<file path="config.mk">
export PLATFORM = sky130hd
export DESIGN_NAME = picorv32_sram_responder
export DESIGN_NICKNAME = d
export VERILOG_FILES = /design/src/rtl/picorv32_mem_pkg.sv /design/src/rtl/picorv32_sram_responder.sv
export SDC_FILE = /design/constraint.sdc
export NUM_CORES = 1
export LEC_CHECK = 0
export ABC_AREA = 1
export BUFFER_PORTS_ARGS = -buffer_cell sky130_fd_sc_hd__buf_4
export CORE_AREA = 2 2 100 102
export DETAILED_ROUTE_END_ITERATION = 8
export DIE_AREA = 0 0 102 104
export PLACE_DENSITY = 0.78
export SKIP_LAST_GASP = 1
export SLEW_MARGIN = 0
export SYNTH_ARGS = -nofsm -noshare
export SYNTH_HDL_FRONTEND = slang
export SYNTH_SLANG_ARGS = --single-unit
</file>
<file path="constraint.sdc">
create_clock -name clk -period 1.61 [get_ports clk]
set_clock_uncertainty 0.1 [all_clocks]
set_input_delay 0.322 -clock clk [delete_from_list [all_inputs] [get_ports clk]]
set_output_delay 0.322 -clock clk [all_outputs]
set_load 0.05 [all_outputs]
</file>
<file path="src/rtl/picorv32_mem_pkg.sv">
// Shared types and defaults for the picorv32 SRAM responder.
// Holds the responder FSM state encoding, the error read-data default
// and the latency-counter type (wide enough for RD_LATENCY-1 up to 3).
package picorv32_mem_pkg;

  typedef enum logic [1:0] {
    IDLE    = 2'd0,
    RD_WAIT = 2'd1,
    RESP    = 2'd2
  } resp_state_t;

  localparam logic [31:0] ERR_DATA_DEFAULT = 32'hDEAD_BEEF;

  // RD_LATENCY is limited to 1..4, so the counter only ever holds 0..3.
  localparam int LAT_CNT_W = 2;
  typedef logic [LAT_CNT_W-1:0] lat_cnt_t;

endpackage

</file>
<file path="src/rtl/picorv32_sram_responder.sv">
// Memory-side responder between the picorv32 native bus and a 1-port SRAM.
// Latency: writes/out-of-range complete 1 cycle after issue, reads RD_LATENCY+1.
// Backpressure: one access in flight; mem_valid is ignored until back in IDLE.
module picorv32_sram_responder
  import picorv32_mem_pkg::*;
#(
  parameter logic [31:0] BASE_ADDR  = 32'h0000_0000,
  parameter int          ADDR_W     = 9,
  parameter int          RD_LATENCY = 1,
  parameter logic [31:0] ERR_DATA   = ERR_DATA_DEFAULT
) (
  input  logic              clk,
  input  logic              resetn,
  input  logic              mem_valid,
  input  logic              mem_instr,
  input  logic [31:0]       mem_addr,
  input  logic [31:0]       mem_wdata,
  input  logic [3:0]        mem_wstrb,
  output logic              mem_ready,
  output logic [31:0]       mem_rdata,
  output logic              sram_csb,
  output logic              sram_web,
  output logic [3:0]        sram_wmask,
  output logic [ADDR_W-1:0] sram_addr,
  output logic [31:0]       sram_din,
  input  logic [31:0]       sram_dout,
  output logic              bus_err,
  output logic [31:0]       err_addr,
  output logic              err_instr
);

  // Everything above the word-address bits and the byte offset selects the window.
  localparam logic [31:0] WIN_MASK = ~((32'd4 << ADDR_W) - 32'd1);
  localparam lat_cnt_t    LAT_INIT = lat_cnt_t'(RD_LATENCY - 1);

  resp_state_t state, state_next;
  lat_cnt_t    lat_cnt, lat_cnt_next;
  logic        ready_next;
  logic        err_next;
  logic        err_load;
  logic        rdata_load;
  logic [31:0] rdata_next;
  logic        in_range;
  logic        issue;

  assign in_range = (mem_addr & WIN_MASK) == BASE_ADDR;
  // Reset gating keeps the macro deselected no matter what the core drives.
  assign issue    = resetn && (state == IDLE) && mem_valid;

  // Address and data always pass through; only the strobes are qualified.
  assign sram_addr = mem_addr[ADDR_W+1:2];
  assign sram_din  = mem_wdata;

  // SRAM strobes: asserted only in the issue cycle of an in-range access.
  always_comb begin
    sram_csb   = 1'b1;
    sram_web   = 1'b1;
    sram_wmask = 4'h0;
    if (issue && in_range) begin
      sram_csb   = 1'b0;
      sram_web   = (mem_wstrb == 4'h0);
      sram_wmask = mem_wstrb;
    end
  end

  // Next-state logic plus the registered completion/error outputs it feeds.
  always_comb begin
    state_next   = state;
    lat_cnt_next = lat_cnt;
    ready_next   = 1'b0;
    err_next     = 1'b0;
    err_load     = 1'b0;
    rdata_load   = 1'b0;
    rdata_next   = mem_rdata;
    unique case (state)
      IDLE: begin
        if (mem_valid) begin
          if (!in_range) begin
            // No SRAM access; complete next cycle with an error flag.
            state_next = RESP;
            ready_next = 1'b1;
            err_next   = 1'b1;
            err_load   = 1'b1;
            if (mem_wstrb == 4'h0) begin
              rdata_load = 1'b1;
              rdata_next = ERR_DATA;
            end
          end else if (mem_wstrb != 4'h0) begin
            state_next = RESP;
            ready_next = 1'b1;
          end else begin
            state_next   = RD_WAIT;
            lat_cnt_next = LAT_INIT;
          end
        end
      end
      RD_WAIT: begin
        if (lat_cnt == lat_cnt_t'(0)) begin
          // sram_dout is valid in this cycle; register it for the RESP cycle.
          state_next = RESP;
          ready_next = 1'b1;
          rdata_load = 1'b1;
          rdata_next = sram_dout;
        end else begin
          lat_cnt_next = lat_cnt - lat_cnt_t'(1);
        end
      end
      RESP: begin
        state_next = IDLE;
      end
      default: begin
        state_next = IDLE;
      end
    endcase
  end

  // State, counter and output registers with synchronous active-low reset.
  always_ff @(posedge clk) begin
    if (!resetn) begin
      state     <= IDLE;
      lat_cnt   <= lat_cnt_t'(0);
      mem_ready <= 1'b0;
      mem_rdata <= 32'h0;
      bus_err   <= 1'b0;
      err_addr  <= 32'h0;
      err_instr <= 1'b0;
    end else begin
      state     <= state_next;
      lat_cnt   <= lat_cnt_next;
      mem_ready <= ready_next;
      bus_err   <= err_next;
      if (rdata_load) begin
        mem_rdata <= rdata_next;
      end
      if (err_load) begin
        err_addr  <= mem_addr;
        err_instr <= mem_instr;
      end
    end
  end

endmodule
</file>
==> metrics <==
Commonest cells post-synth=dfxtp_1, nor2_1, inv_1, nand2_1, buf_4; DRT Pass-1 Iters=4; Setup WS post-layout=-0.271 ns; Core Region=9550 um2; Psw=0.00156 W; HP Class=in2reg; reg2reg start=lat_cnt[0]; vias post-DR=3,348; complex-gate fraction of the synthesized area=11.6%; FF+latch count, synth=71; Ports=218; slowest CP cell=dfxtp_2; initial core utilization=37.9%; simple-gate share of the synthesized area=28.2%; adder-cell share of the synthesized area=0.346%; worst slew pin tran=0.675 ns; syn nets=577; Clock Path Buffers=2; Netlist cell types=30; H-tree levels=3; status=finished with violations; XOR/XNOR Fraction of Synth Area=0%; Clk network pwr share=33.8%; routability cong.=0.777; FFs w/ async S/R, synth=0%; failing checks=negative setup slack; Area growth syn-to-layout=40.5%; multiplexer share of the synthesized area=0%; fin crit period=1.88 ns; setup total negative slack=-1.40 ns; Avg Inst Size Synth=7.67 um2; CTS sink count=71; Period Utilization, post-route=117%; Net Sw Frac=32.2%; antenna fix cells=0; main combinational cell family by area after synthesis=simple AND/OR/NAND/NOR gates; Total GRT Usage=16.4%; YS warnings=0; Core Rows=36; total of max-cap violations=0; worst rel slew slack=55.0%; CP max FO=5; Worst Hold Launch=mem_addr[0]; top-area cell type share of the netlist area=39.3%; Worst Hold Margin=0.116 ns; Syn Inst Count=472; drt drc=0; # setup viols final=6; Die W=102 um; area leader, netlist=dfxtp_1; Die Footprint=10,600 um2; Worst setup startpoint=state[0]; largest net degree at the start of global routing=71; CP Class=reg2out; Hold Fails Final Rpt=0; Synth Flop Type=dfxtp_1; CP required=1.19 ns; cells along the critical path=nor2_4, nand2_4, inv_2, nand2_2, nor2_4, inv_4, nor2_4, buf_8; RSZ-0062 raised after global routing=true; Inserted Clock Buffers=9; synth top area cells=dfxtp_1, buf_4, nor2_1; CP most frequent cell=nor2_4; DP Area=4680 um2; CTS root buffer=clkbuf_8; DIE HEIGHT=104 um; P_int=0.00329 W; Final Instance Area=5080 um2; Critical Path End Type=output port; layout cells sized above 1=46.6%; sequential power share=40.3%; routed length per instance=12.2 um; P_leak=2.45 nW; nets@finish=707; Fmax=532 MHz; initial antenna violation count=0; Cell Pwr Density=953 nW/um2; DP Worst Slack=-0.499 ns; most frequent cell after synthesis=dfxtp_1; Post-synth EDFFs=0; Final HPWL DP=6400 um; sequential-to-total area share from yosys stat=39.3%; first-pass GRT wire length=14,200 um; insertion delay to the later sink of the worst-skew pair=0.33 ns; Reg clk slew, reported paths=0.08 ns; max incr delay on CP=0.34 ns; DRT iter0 DRCs=88; worst vdd ir=0.430 mV; drt total wl=9030 um; Gate power share=25.9%; CP Launch Type=register; grt ovf=0; Final ANT Viol Nets=0; WP data arrival=1.46 ns; PortBufs=153; detailed-route vias per instance=4.52; TritonCTS clock tree=built; Slew Limit Fails=0; vias in the first global route=3,143; mapped cell area=3620 um2
## worst paths after layout
kind / end / slack [ns] / cells past startpoint
hold reg to reg: mem_rdata[19] / 0.35 / 2
setup reg to reg: mem_rdata[20] / 0.09 / 9
hold / removal: err_addr[0] / 0.12 / 3
setup / recovery: sram_wmask[0] / -0.27 / 8
## flip-flops by register name, summed over array words and instances (netlist names)
| name | flops |
|---|---|
| mem_ready | 1 |
| mem_rdata | 32 |
| err_addr | 32 |
| lat_cnt | 2 |
| state | 2 |
| err_instr | 1 |
| bus_err | 1 |
## power by group through the flow
| stage | clock network [W] | logic, W | registers (W) |
|---|---|---|---|
| after floorplan | 0 | 0.000622 | 0.00240 |
| after global placement | 0 | 0.00121 | 0.00199 |
| after detailed placement | 0 | 0.00123 | 0.00199 |
| after CTS | 0.00169 | 0.00124 | 0.00195 |
| after global routing | 0.00175 | 0.00134 | 0.00196 |
| final | 0.00164 | 0.00126 | 0.00195 |
## critical path: cells and delay by family (launching register included)
family / cells / cell delay, ns
flops: 1 / 0.34
simple gates: 5 / 0.48
buf+inv: 3 / 0.30
## per-stage QoR
step,utilization (%),instances,power [W]
3_5_place_dp,49.1,715,0.00322
5_1_grt,53.2,740,0.00505
6_report,53.2,740,0.00484
2_1_floorplan,-,472,0.00302
3_3_place_gp,49.1,715,0.00320
4_1_cts,52.0,732,0.00488
## repair_timing
action	4_1_cts	5_1_grt
gates resized for setup	15	6
gates cloned	0	3
endpoints found under the setup margin	6	34
setup buffers	1	7
hold buffers	0	0
pin swaps	2	3
## area by class of cell
type	instances	area [um2]
clock buffers	11	151
clock inverters	5	80.1
fillers	898	4460
inverters	66	265
multi-input cells	268	1510
flip-flops and latches	71	1420
well taps	133	166
repair buffers	185	1480
repair inverters	1	5.00
## routing by layer
metal	track usage, %	vias to the layer above	part of all wire (%)
li1	-	1694	-
met1	18.7	1503	42
met2	28.2	124	49
met5	0	-	0
met4	7.81	0	2.5
met3	4.17	27	7.1
## placed cells by master, fill, tap and decap left out
master,n
buf_4,175
dfxtp_1,69
inv_1,60
nor2_1,59
nand2_1,53
nor2_2,31
nand4_1,25
o21ai_1,21
a21oi_2,20
a21oi_1,15
o21ai_0,13
clkbuf_8,11
nand3_1,7
nor2_4,6
nand2_4,4
buf_6,4
nand3_2,3
inv_2,2
nand2_2,2
nor2_8,2
inv_4,2
clkinvlp_4,2
bufinv_16,2
clkinv_2,2
clkbuf_16,2
buf_8,2
buf_12,2
dfxtp_2,2
or2_4,1
nand3_4,1
inv_6,1
and3_1,1
nand4_4,1
inv_8,1
nand2_8,1
or2_2,1
ha_1,1
## logic make-up after synthesis
logic type                 Yosys count
AOI/OAI and AO/OA                   69
adders and majority gates            1
buffers and inverters              133
DFF                                 71
and+or+nand+nor                    198
(Power assumes the default switching activity.)
